<file path="src/rtl/fft_frame_deserializer.sv">
// Collects N_SAMPLES complex samples into a frame buffer, optionally in bit-reversed
// index order, and presents the whole frame in parallel. States: FILL = accepting, FULL = frame presented.
module fft_frame_deserializer #(
  parameter int BIT_WIDTH   = 32,
  parameter int N_SAMPLES   = 8,
  parameter int BIT_REVERSE = 0
) (
  input  logic                                 clk,
  input  logic                                 reset,
  input  logic [BIT_WIDTH-1:0]                 recv_msg_real,
  input  logic [BIT_WIDTH-1:0]                 recv_msg_imag,
  input  logic                                 recv_val,
  output logic                                 recv_rdy,
  output logic [N_SAMPLES-1:0][BIT_WIDTH-1:0]  send_msg_real,
  output logic [N_SAMPLES-1:0][BIT_WIDTH-1:0]  send_msg_imag,
  output logic                                 send_val,
  input  logic                                 send_rdy
);

  localparam int CW = $clog2(N_SAMPLES);

  localparam logic [0:0] ST_FILL = 1'b0;
  localparam logic [0:0] ST_FULL = 1'b1;

  logic [0:0]                          state_q, state_d;
  logic [CW-1:0]                       cnt_q, cnt_d;
  logic [N_SAMPLES-1:0][BIT_WIDTH-1:0] re_q, im_q;
  logic [CW-1:0]                       wr_idx;
  logic                                wr_en;

  function automatic logic [CW-1:0] bitrev(input logic [CW-1:0] v);
    logic [CW-1:0] r;
    for (int b = 0; b < CW; b++) r[b] = v[CW-1-b];
    return r;
  endfunction

  // In FULL cnt_q is always 0, so the same index path lands sample 0 of the next frame at index 0.
  assign wr_idx   = (BIT_REVERSE != 0) ? bitrev(cnt_q) : cnt_q;
  assign recv_rdy = reset & ((state_q == ST_FILL) | send_rdy);
  assign wr_en    = recv_val & recv_rdy;

  assign send_val      = (state_q == ST_FULL);
  assign send_msg_real = re_q;
  assign send_msg_imag = im_q;

  always_comb begin
    state_d = state_q;
    cnt_d   = cnt_q;
    case (state_q)
      ST_FILL: begin
        if (wr_en) begin
          cnt_d = cnt_q + 1'b1;
          if (cnt_q == CW'(N_SAMPLES - 1)) state_d = ST_FULL;
        end
      end
      ST_FULL: begin
        if (send_rdy) begin
          state_d = ST_FILL;
          cnt_d   = wr_en ? CW'(1) : '0;
        end
      end
      default: begin
        state_d = ST_FILL;
        cnt_d   = '0;
      end
    endcase
  end

  always_ff @(posedge clk or negedge reset) begin
    if (!reset) begin
      state_q <= ST_FILL;
      cnt_q   <= '0;
      re_q    <= '0;
      im_q    <= '0;
    end else begin
      state_q <= state_d;
      cnt_q   <= cnt_d;
      if (wr_en) begin
        re_q[wr_idx] <= recv_msg_real;
        im_q[wr_idx] <= recv_msg_imag;
      end
    end
  end

endmodule

</file>
<file path="config.mk">
export PLATFORM = sky130hd
export DESIGN_NAME = fft_frame_deserializer
export DESIGN_NICKNAME = d
export VERILOG_FILES = /design/src/rtl/fft_frame_deserializer.sv
export SDC_FILE = /design/constraint.sdc
export NUM_CORES = 1
export LEC_CHECK = 0
export ABC_AREA = 1
export CAP_MARGIN = 20
export CORE_AREA = 2 2 225 227
export CTS_BUF_LIST = sky130_fd_sc_hd__clkbuf_2 sky130_fd_sc_hd__clkbuf_4 sky130_fd_sc_hd__clkbuf_8
export DETAILED_ROUTE_END_ITERATION = 8
export DIE_AREA = 0 0 227 229
export PLACE_DENSITY = 0.81
export SKIP_LAST_GASP = 1
export SYNTH_ARGS = -nofsm -noshare
export SYNTH_HDL_FRONTEND = slang
export SYNTH_SLANG_ARGS = --single-unit
</file>
<file path="constraint.sdc">
create_clock -name clk -period 3.3 [get_ports clk]
set_input_delay 0.495 -clock clk [delete_from_list [all_inputs] [get_ports clk]]
set_output_delay 0.495 -clock clk [all_outputs]
set_load 0.01 [all_outputs]
</file>
==> results of run 1 <==
==> cell usage in the layout, fill, tap and decap left out, drive strengths merged, types with 6 or more instances in the layout <==
cell and n:
nand2 1039, clkdlybuf4s50 580, dfrtp 516, o21ai 512, clkbuf 142, buf 39
nor2 12, inv 7, nand3 7, clkinv 6
==> routing by layer <==
| metal | wire [um] | vias up | global-route usage [%] |
|---|---|---|---|
| li1 | - | 8353 | - |
| met1 | 28200 | 9277 | 36.0 |
| met2 | 35400 | 1220 | 45.6 |
| met3 | 9000 | 234 | 9.57 |
| met4 | 4060 | 0 | 16.1 |
| met5 | 0 | - | 0 |
==> kinds of logic (layout without fill, tap and decap cells) <==
family,Yosys count,count (layout)
other,0,2
AND/OR/NAND/NOR,1060,1060
AO/OA/AOI/OAI,513,513
flip-flops,516,516
adder cells (fa/ha/maj),2,2
buffers and inverters,232,777
==> registers in the layout, indices dropped and copies added, names as in the netlist <==
register,cells
send_msg_real,256
cnt_q,3
send_msg_imag,256
send_val,1
==> power by group through the flow <==
stage | clock (uW) | sequential, uW | combinational (uW)
after floorplan | 0 | 12100 | 2970
after global placement | 0 | 10800 | 12000
after detailed placement | 0 | 11000 | 12400
after CTS | 6150 | 10900 | 12500
after global routing | 6440 | 11200 | 13300
final | 6060 | 10900 | 12500
==> metrics by stage <==
stage / instances / cell area, um^2 / util, % / power, uW
after floorplan: 2323 / 20600 / - / 15100
after global placement: 3389 / 26700 / 53.8 / 22900
after detailed placement: 3389 / 26700 / 53.8 / 23300
after CTS: 3540 / 28600 / 57.6 / 29500
after global routing: 3541 / 28600 / 57.6 / 31000
final: 3542 / 28600 / 57.6 / 29500
==> worst max-delay path: stages <==
cell             delay (ps)
dlygate4sd3_1           570
buf_8                   240
a21boi_0                510
clkdlybuf4s50_1         640
==> layout make-up <==
class | instances | area (um^2) | share of cell area [%]
clock buffer | 142 | 1790 | 6.26
multi-input combinational | 1575 | 6730 | 23.5
inverter | 7 | 26.3 | 0.0918
tap | 672 | 841 | 2.94
clock inverter | 8 | 82.6 | 0.289
sequential | 516 | 12900 | 45.1
antenna | 2 | 5.00 | 0.0175
timing repair buffer | 620 | 6230 | 21.8
==> path summary, 6_finish.rpt <==
kind	slack (ps)	start	endpoint	depth (start not counted)
max	330	reset	recv_rdy	4
min	290	reset	send_msg_imag[121]$_DFFE_PN0P_	2
max reg2reg	950	cnt_q[0]$_DFFE_PN0P_	send_msg_real[24]$_DFFE_PN0P_	5
min reg2reg	480	send_msg_imag[192]$_DFFE_PN0P_	send_msg_imag[192]$_DFFE_PN0P_	2
max in group asynchronous	1740	reset	send_msg_real[220]$_DFFE_PN0P_	3
min in group clk	480	send_msg_imag[192]$_DFFE_PN0P_	send_msg_imag[192]$_DFFE_PN0P_	2
==> reports/qor.yml, run 1 <==
rsz0062_at_grt: "no"
synthMuxAreaShare_pct: 0
firstDrtPassIters: 5
fin_crit_sh_pct: 90.1
synth_top_area_share_pct: 62.8
hp-class: "input pin to asynchronous set/reset pin"
synthArstFlopShare_pct: 100
p_sw_share_pct: 36.1
grt_use_total_pct: 29.3
drt-vias-per-instance: 5.39
rows: 82
crit_path_end_kind: "output pin"
yosys.area_share.adder_pct: 0.122
start_kind: "input pin"
synthFlopType: "dfrtp_1"
drtIter0Drc: 1935
fmax_mhz: 336
synth_xor_area_share_pct: 0
switchingPower_uw: 10600
setup_violations: 0
synth_sequential_area_ratio_pct: 62.8
area_growth_pct: 39.2
clk_pin_slew_ps: 60
leakage_uw: 0.0135
grt_pass1_vias: 19100
route.detailed.drc: 0
cts_tree: "done"
initial_core_util_pct: 41.4
synth-seq-cells: 516
synth_common_cells: "nand2_1 (1038), dfrtp_1 (516), o21ai_0 (503), clkbuf_1 (133), buf_2 (90)"
cts-buffers-inserted: 86
dieArea_um2: 52000
coreArea_um2: 49700
cp.required_ps: 2800
worst_slew_pin_slew_ps: 1030
powerDensity_nw_per_um2: 1030
final_nets: 2876
ios: 582
fillCellCount: 4224
h-tree-depth: 3
synth_cell_types: 18
drt_wl_total_um: 76600
synth_top_family_by_area: "simple AND/OR/NAND/NOR gates"
hold_viol_final: 0
fin_crit_ps: 2970
grt_pass1_wl_um: 115000
synth_compound_area_share_pct: 12.5
comb_power_share_pct: 42.3
synth_top_area_cell: "dfrtp_1"
ir_drop_mv: 0.553
yosysMostFrequentCell: "nand2_1"
syn_nets: 2393
routedWlPerCell_um: 21.6
dp_hpwl_um: 49400
synth-edff-count: 0
clkPwrFrac_pct: 20.6
max_cap_viol_count: 0
clk_path_buf_depth: 3
vias: 19100
p_int_uw: 18800
grt_remaining_overflow: 0
clkSinkCount: 516
fp.dieW_um: 227
setup_tns_ps: 0
outcome: "finished, final reports clean"
hold_slack_ps: 289
yosys.area_share.simple_pct: 19.8
place_congestion: 0.876
finalWorstSetupSlack_ps: 326
clock_skew_ps: 31.8
report.final.slew_viol_count: 0
numPortBuffers: 581
grt_max_degree: 172
synth_warnings: 0
antenna_left: 0
syn_area_um2: 20600
worst-setup-path-type: "input pin to output pin"
cts_root_buffer: "clkbuf_8"
antenna_found_initial: 4
ys_top_cells_by_area: "dfrtp_1 (63%), nand2_1 (19%), o21ai_0 (12%)"
critPathMaxFanout: 22
cts-hold-fix-buffers: 1
syn_inst: 2323
dp_slack_ps: 554
cts_resized: 0
synth_area_per_cell_um2: 8.85
die_y_um: 229
drive_above_1_share_pct: 7.29
post_cts_buffers: 0
cp.arrival_ps: 2480
relSlewSlack_pct: 31.4
insertion_delay_ps: 650
pwr-share-seq_pct: 37.1
(Power assumes the default switching activity.)
==> run 2, diff against run 1 <==
Settings changed: CORE_AREA 2 2 225 227 to 2 2 227 229, CTS_BUF_LIST sky130_fd_sc_hd__clkbuf_2 sky130_fd_sc_hd__clkbuf_4 sky130_fd_sc_hd__clkbuf_8 to sky130_fd_sc_hd__clkbuf_16, DIE_AREA 0 0 227 229 to 0 0 229 231, PLACE_DENSITY 0.81 to 0.8.
==> run 2 against run 1 <==
  * Die area is 1.8% higher
  * Worst hold slack worse by 220 ps
  * Sequential power hardly changed
  * Setup slack better by 520 ps
  * Design area is 0.66% lower
  * Core utilization is 1.5 points lower
  * Sequential share of layout area is 0.30 points higher
  * Flip-flop and latch count stayed put
  * Register-to-register slack better by 240 ps
  * Critical path type is now flip-flop to output pin
  * Largest power group unchanged
  * Highest routed layer unchanged
==> reports/qor.yml, run 2 (same netlist as run 1, synthesis figures left out) <==
h-tree-depth: 2
dieArea_um2: 52900
start_kind: "flip-flop"
clock_skew_ps: 19.3
rsz0062_at_grt: "no"
powerDensity_nw_per_um2: 1030
highest_layer: "met4"
drtIter0Drc: 1680
leakage_uw: 0.0134
antenna_left: 0
cts-buffers-inserted: 53
place_congestion: 0.855
worst_slew_pin_slew_ps: 1090
max_cap_viol_count: 0
hp-class: "input pin to asynchronous set/reset pin"
coreArea_um2: 50700
finalNonFillerCells: 3496
diodes: 0
die_y_um: 231
finalWorstSetupSlack_ps: 844
crit_path_end_kind: "output pin"
final_area_um2: 28400
cp.arrival_ps: 1960
initial_core_util_pct: 40.6
grt_remaining_overflow: 0
cts_tree: "done"
fmax_mhz: 407
report.final.slew_viol_count: 0
cts_resized: 0
wl_met3_um: 8040
drt_wl_total_um: 77600
final_nets: 2846
drt-vias-per-instance: 5.43
insertion_delay_ps: 590
clk_path_buf_depth: 3
grt_pass1_vias: 18600
post_cts_buffers: 0
ir_drop_mv: 0.531
firstDrtPassIters: 7
cts_root_buffer: "clkbuf_16"
route.detailed.drc: 0
antenna_found_initial: 0
grt_max_degree: 188
fin_crit_ps: 2460
placed_area_um2: 26800
drive_above_1_share_pct: 4.90
critPathMaxFanout: 7
wl_met2_um: 36900
cp.required_ps: 2800
fp.dieW_um: 229
clk_pin_slew_ps: 60
final_common_cell: "nand2_1"
worst-setup-path-type: "flip-flop to output pin"
dp.cells: 3401
routedWlPerCell_um: 22.2
outcome: "finished, final reports clean"
wl_met1_um: 28900
grt_pass1_wl_um: 116000
dp_slack_ps: 733
ios: 582
area_growth_pct: 38.3
dp_hpwl_um: 50100
setup_tns_ps: 0
fin_crit_sh_pct: 74.4
hold_viol_final: 0
relSlewSlack_pct: 27.0
clkSinkCount: 516
cts-hold-fix-buffers: 0
hold_slack_ps: 66.3
setup_violations: 0
rows: 83
vias: 19000
grt_use_total_pct: 28.7
numPortBuffers: 581
mostFrequentLayoutCells: "nand2_1 (1034), clkdlybuf4s50_1 (580), dfrtp_1 (516)"
[run 2: per-stage QoR]
step,power [uW],utilization (%)
after floorplan,15100,-
after global placement,22900,52.8
after detailed placement,23400,52.8
after CTS,29300,56.1
after global routing,30700,56.1
final,29200,56.1
[run 2: worst max-delay path, cell delays in order, from the launching register on]
cell             delay (ps)
dfrtp_1                 510
a21boi_0                220
clkdlybuf4s50_1         640
[run 2: area by class of cell]
class / count / area (um^2)
Fill cell: 4365 / 22300
Sequential cell: 516 / 12900
Multi-Input combinational cell: 1575 / 6730
Timing Repair Buffer: 623 / 6250
Clock buffer: 53 / 1330
Tap cell: 680 / 851
Clock inverter: 42 / 335
Inverter: 7 / 26.3
[run 2: worst paths after layout]
path,startpoint,endpoint,slack (ps),depth (start not counted)
hold reg to reg,send_msg_imag[255]$_DFFE_PN0P_,send_msg_imag[255]$_DFFE_PN0P_,480,2
min in group clk,reset,send_msg_imag[59]$_DFFE_PN0P_,470,4
setup reg to reg,send_val$_DFF_PN0_,send_msg_real[157]$_DFFE_PN0P_,1190,7
setup / recovery,send_val$_DFF_PN0_,recv_rdy,840,2
max in group asynchronous,reset,send_msg_imag[182]$_DFFE_PN0P_,1700,3
hold / removal,reset,send_msg_imag[196]$_DFFE_PN0P_,70,2
[run 2: power by group]
group	switching [uW]	total, uW	internal [uW]
Combinational	6390	12500	6100
Clock	2520	5830	3310
Sequential	1650	10900	9270
Total	10600	29200	18700
[run 2: routing by layer]
layer  vias up  track usage, %
met5         -               0
met4         0            12.8
li1       8277               -
met1      9333            35.8
met2      1149            47.0
met3       215            7.55
